`src/rtl/bus_c_write_back.sv`:
```
// rtl/bus_c_write_back.sv - BUS_C write-back into architectural registers and RAM write handshake
// Optional BUS_C_RAM_TIMEOUT_EN: abandon a RAM request after 16 cycles without acknowledge.
module bus_c_write_back #(
  parameter int DATA_W = 16,
  parameter int RAM_W  = 8
) (
  input  logic              CLOCK,
  input  logic              RESET,
  input  logic [DATA_W-1:0] BUS_C,
  input  logic              WRITE_EN,
  input  logic [2:0]        WRITE_SEL,
  input  logic              INC_PC,
  input  logic              INC_R1,
  input  logic              INC_AC,
  input  logic              CLR_AC,
  input  logic              RAM_WRITE_ACK,
  output logic [DATA_W-1:0] PC,
  output logic [DATA_W-1:0] R1,
  output logic [DATA_W-1:0] R2,
  output logic [DATA_W-1:0] TR,
  output logic [DATA_W-1:0] R,
  output logic [DATA_W-1:0] AC,
  output logic [RAM_W-1:0]  IR,
  output logic              RAM_WRITE_REQ,
  output logic [RAM_W-1:0]  RAM_WRITE_DATA,
  output logic              BUSY,
  output logic              Z,
  output logic              ERR
);

  // Same code map as the bus-B multiplexer select.
  localparam logic [2:0] SEL_RAM = 3'd0;
  localparam logic [2:0] SEL_PC  = 3'd1;
  localparam logic [2:0] SEL_R1  = 3'd2;
  localparam logic [2:0] SEL_R2  = 3'd3;
  localparam logic [2:0] SEL_TR  = 3'd4;
  localparam logic [2:0] SEL_R   = 3'd5;
  localparam logic [2:0] SEL_AC  = 3'd6;
  localparam logic [2:0] SEL_IR  = 3'd7;

  typedef enum logic {
    ST_IDLE = 1'b0,
    ST_REQ  = 1'b1
  } state_t;

  state_t            state;
  logic              req_q;
  logic              wr_ram;
  logic [DATA_W-1:0] ac_next;
`ifdef BUS_C_RAM_TIMEOUT_EN
  logic [3:0]        req_cnt;
`endif

  assign wr_ram = WRITE_EN && (WRITE_SEL == SEL_RAM);

  // AC next value is shared by the AC register and the registered zero flag.
  always_comb begin
    ac_next = AC;
    if (WRITE_EN && (WRITE_SEL == SEL_AC)) begin
      ac_next = BUS_C;
    end else if (CLR_AC) begin
      ac_next = '0;
    end else if (INC_AC) begin
      ac_next = AC + DATA_W'(1);
    end
  end

  always_ff @(posedge CLOCK) begin
    if (RESET) begin
      PC <= '0;
      R1 <= '0;
      R2 <= '0;
      TR <= '0;
      R  <= '0;
      AC <= '0;
      IR <= '0;
      Z  <= 1'b1;
    end else begin
      if (WRITE_EN && (WRITE_SEL == SEL_PC)) begin
        PC <= BUS_C;
      end else if (INC_PC) begin
        PC <= PC + DATA_W'(1);
      end
      if (WRITE_EN && (WRITE_SEL == SEL_R1)) begin
        R1 <= BUS_C;
      end else if (INC_R1) begin
        R1 <= R1 + DATA_W'(1);
      end
      if (WRITE_EN && (WRITE_SEL == SEL_R2)) begin
        R2 <= BUS_C;
      end
      if (WRITE_EN && (WRITE_SEL == SEL_TR)) begin
        TR <= BUS_C;
      end
      if (WRITE_EN && (WRITE_SEL == SEL_R)) begin
        R <= BUS_C;
      end
      if (WRITE_EN && (WRITE_SEL == SEL_IR)) begin
        IR <= BUS_C[RAM_W-1:0];
      end
      AC <= ac_next;
      Z  <= (ac_next == '0);
    end
  end

  // RAM write handshake; a RAM write arriving while one is outstanding is dropped and flagged.
  always_ff @(posedge CLOCK) begin
    if (RESET) begin
      state          <= ST_IDLE;
      req_q          <= 1'b0;
      RAM_WRITE_DATA <= '0;
      ERR            <= 1'b0;
`ifdef BUS_C_RAM_TIMEOUT_EN
      req_cnt        <= 4'd0;
`endif
    end else begin
      case (state)
        ST_IDLE: begin
          if (wr_ram) begin
            RAM_WRITE_DATA <= BUS_C[RAM_W-1:0];
            state          <= ST_REQ;
            req_q          <= 1'b1;
`ifdef BUS_C_RAM_TIMEOUT_EN
            req_cnt        <= 4'd0;
`endif
          end
        end
        ST_REQ: begin
          if (wr_ram) begin
            ERR <= 1'b1;
          end
          if (RAM_WRITE_ACK) begin
            state <= ST_IDLE;
            req_q <= 1'b0;
`ifdef BUS_C_RAM_TIMEOUT_EN
          end else if (req_cnt == 4'hF) begin
            state <= ST_IDLE;
            req_q <= 1'b0;
            ERR   <= 1'b1;
          end else begin
            req_cnt <= req_cnt + 4'd1;
`endif
          end
        end
        default: begin
          state <= ST_IDLE;
          req_q <= 1'b0;
        end
      endcase
    end
  end

  assign RAM_WRITE_REQ = req_q;
  assign BUSY          = req_q;

endmodule

```
`config.mk`:
```
export PLATFORM = sky130hd
export DESIGN_NAME = bus_c_write_back
export DESIGN_NICKNAME = d
export VERILOG_FILES = /design/src/rtl/bus_c_write_back.sv
export SDC_FILE = /design/constraint.sdc
export NUM_CORES = 1
export LEC_CHECK = 0
export ABC_AREA = 1
export BUFFER_PORTS_ARGS = -buffer_cell sky130_fd_sc_hd__buf_2
export CAP_MARGIN = 20
export CORE_MARGIN = 3
export CORE_UTILIZATION = 47
export CTS_BUF_LIST = sky130_fd_sc_hd__clkbuf_16
export DETAILED_ROUTE_END_ITERATION = 6
export PLACE_DENSITY = 0.8
export SETUP_SLACK_MARGIN = 0.05
export SYNTH_ARGS = -nofsm -noshare
export SYNTH_HDL_FRONTEND = slang
export SYNTH_SLANG_ARGS = --single-unit
```
`constraint.sdc`:
```
create_clock -name CLOCK -period 1.6 [get_ports CLOCK]
set_clock_uncertainty 0.15 [all_clocks]
set_input_delay 0.24 -clock CLOCK [delete_from_list [all_inputs] [get_ports CLOCK]]
set_output_delay 0.24 -clock CLOCK [all_outputs]
set_load 0.05 [all_outputs]
```
==> impl_metrics.env <==
export IMPL_die_h_um=112
export IMPL_clk_pin_slew_worst_paths_ns=0.06
export IMPL_reg2reg_from="AC[1]"
export IMPL_crit_top_cell="nand2_1"
export IMPL_critPathBufInv=1
export IMPL_dr_pass1_iters=5
export IMPL_drtAntennaViolNets=0
export IMPL_synth_warnings=0
export IMPL_crit_path_cell_trace="ha_4, nand3_4, nor2_4, buf_4, xor2_2, a21oi_2, nand3_1, nor2_2, nand2_1, nand2_1"
export IMPL_fin_nets=996
export IMPL_synth_top_area_cell="dfxtp_1"
export IMPL_first_global_vias=5510
export IMPL_end_kind="flip-flop"
export IMPL_ys_seq_area_share_pct=44.1
export IMPL_worst_hold_path_type="input port to flip-flop"
export IMPL_worstHoldEndpoint="R1[4]"
export IMPL_clockBufferDepth=2
export IMPL_period_needed_ns=1.80
export IMPL_synth_cell_area_um2=5260
export IMPL_dr_first_iter_drc_count=544
export IMPL_place_gp_congestion=0.922
export IMPL_slew_viol_final=0
export IMPL_whs_ns=0.0242
export IMPL_synth_area_leaders="dfxtp_1 (44%), nand2_1 (10%), a21oi_1 (7.8%)"
export IMPL_slew_headroom_pct=70.9
export IMPL_setup_violations=5
export IMPL_p_leak_nw=3.68
export IMPL_drc=0
export IMPL_grt_start_max_net_pins=39
export IMPL_routed_via_density=5.39
export IMPL_grt_ovfl_total=0
export IMPL_synth_edf_count=0
export IMPL_fin_ws_ns=-0.201
export IMPL_dpl_hpwl_mm=12.3
export IMPL_status="finished with violations"
export IMPL_violations="setup timing"
export IMPL_postRouteWirelength_mm=18.5
export IMPL_antenna_found_initial=0
export IMPL_start_kind="flip-flop"
export IMPL_min_from="BUS_C[4]"
export IMPL_synthFlopType="dfxtp_1"
export IMPL_initial_core_util_pct=48.3
export IMPL_dieArea_um2=12500
export IMPL_worst_pin_slew_ns=0.437
export IMPL_avgSynthCellArea_um2=7.05
export IMPL_synthArstFlopShare_pct=0
export IMPL_crit_family="simple AND/OR/NAND/NOR gates"
export IMPL_hold_depth=3
export IMPL_cts_root_buf="clkbuf_16"
export IMPL_numCtsBuffers=17
export IMPL_grt_use_total_pct=27.7
export IMPL_min_period_over_period_pct=113
export IMPL_syn_to_final_growth_pct=49.3
export IMPL_hold_viol_final=0
export IMPL_synth_distinct_cells=32
export IMPL_clk_latency_ns=0.41
export IMPL_diodes=0
export IMPL_core_um2=10900
export IMPL_r2r_end="Z"
export IMPL_path_class="flip-flop to flip-flop"
export IMPL_num_rows=38
export IMPL_power_density_nw_per_um2=989
export IMPL_cts_tree="built"
export IMPL_rsz0062_at_grt="yes"
export IMPL_grt_first_pass_wirelength_mm=27.9
export IMPL_ir_worst_vdd_mv=0.889
export IMPL_slowest_stage="dfxtp_4"
export IMPL_p_total_w=0.00777
export IMPL_cap_violations=0
export IMPL_cp_required_ns=1.80
export IMPL_synthCells=746
export IMPL_cts_htree_levels=4
export IMPL_num_vias=6035
export IMPL_arrival_ns=2.00
export IMPL_synth_top_area_share_pct=44.1
export IMPL_syn_nets=776
export IMPL_die_w_um=112
export IMPL_cts_sinks=116
export IMPL_pin_count=143
export IMPL_synth_seq_cells=116
export IMPL_pre_cts_ws_ns=-0.117
export IMPL_rrSetupSlack_ns=-0.20
export IMPL_drive_gt1_share_pct=39.3
export IMPL_worst_path_max_fanout=4
export IMPL_wl_per_cell_um=16.6
export IMPL_reg2regPathDepth=10
export IMPL_max_stage_delay_ns=0.38
export IMPL_port_buffers=142
export IMPL_fmaxAchievable_mhz=555
==> routing by layer <==
metal	track usage (%)	share of wire (%)	up-vias
met2	46.1	49	295
met4	9.89	3.2	0
met1	35.1	39	2802
li1	-	-	2881
met3	6.79	9.4	57
met5	0	0	-
==> cells in the mapped netlist, drive strengths merged, types with 8 or more instances <==
cell	n
nand2	147
dfxtp	116
nor2	92
inv	86
a21oi	83
o21ai	79
nand3	44
clkbuf	21
a31oi	16
xor2	14
buf	11
nor3	8
xnor2	8
==> registers in the layout, indices dropped and copies added, names as in the netlist <==
name,cells
AC,16
BUSY,1
ERR,1
IR,8
PC,16
R,16
R1,16
R2,16
RAM_WRITE_DATA,8
TR,16
Z,1
state,1
==> per-stage QoR <==
| stage | instances | cell area, um2 | utilization, % | setup TNS (ns) |
|---|---|---|---|---|
| after floorplan | 746 | 5460 | - | -0.0720 |
| after global placement | 1061 | 6740 | 61.9 | -0.143 |
| after detailed placement | 1061 | 6740 | 61.9 | -0.869 |
| after CTS | 1107 | 7540 | 69.2 | -0.162 |
| after global routing | 1119 | 7860 | 72.2 | -1.32 |
| final | 1119 | 7860 | 72.2 | -0.419 |
==> layout by cell type, fill, tap and decap left out, drive strengths merged <==
cell         Yosys  final
a21oi           83     83
a22oi            1      1
a31oi           16     16
and2             1      1
buf             11    224
bufinv           0      1
clkbuf          21     22
clkinv           0      6
dfxtp          116    116
dlygate4sd3      0      5
ha               3      3
inv             86     93
nand2          147    147
nand3           44     44
nand4            5      5
nor2            92     92
nor3             8      8
o211ai           1      1
o21a             1      1
o21ai           79     79
o21bai           2      2
o22ai            6      6
or2              1      1
xnor2            8      8
xor2            14     14
==> tightest hold or removal path: cells and delay by family <==
family | cells | cell delay, ns
buffers and inverters | 1 | 0.14
AO/OA/AOI/OAI | 1 | 0.08
AND/OR/NAND/NOR | 1 | 0.07
==> final cells by class <==
cell class / instances / area (um2)
Clock buffer: 18 / 450
Clock inverter: 14 / 126
Fill cell: 818 / 3030
Inverter: 86 / 323
Multi-Input combinational cell: 512 / 2850
Sequential cell: 116 / 2440
Tap cell: 140 / 175
Timing Repair Buffer: 233 / 1480
==> cells by family after synthesis <==
kind of cell               share of synthesized area, %
adders and majority gates                         0.713
and+or+nand+nor                                    23.7
DFF                                                44.1
AOI/OAI and AO/OA                                  18.9
buffers and inverters                              8.87
xor gates and xnor gates                           3.66
==> power breakdown <==
| group | total, W | leakage [nW] | switching, W | internal [W] |
|---|---|---|---|---|
| logic | 0.00104 | 2.42 | 0.000747 | 0.000294 |
| clock network | 0.00369 | 0.293 | 0.00144 | 0.00225 |
| registers | 0.00304 | 0.969 | 0.0000823 | 0.00296 |
| total | 0.00777 | 3.68 | 0.00227 | 0.00550 |
==> what timing repair did <==
action,4_1_cts,5_1_grt
pin swaps,13,40
hold buffers,5,0
hold endpoints to repair,7,0
gates resized for setup,29,60
setup buffers,9,14
endpoints found under the setup margin,12,29
==> how the worst max path moves through the flow <==
stage                        start     end  slack (ns)  cells past startpoint
after detailed placement  WRITE_EN       Z       -0.12                     13
after global placement    WRITE_EN       Z       -0.06                     13
after global routing         AC[1]       Z       -0.27                     11
final                        AC[1]       Z       -0.20                     10
after CTS                    AC[1]       Z       -0.12                     12
after floorplan              R1[1]  R1[13]       -0.03                      9
Note: power is estimated with default switching activity, not from simulation.
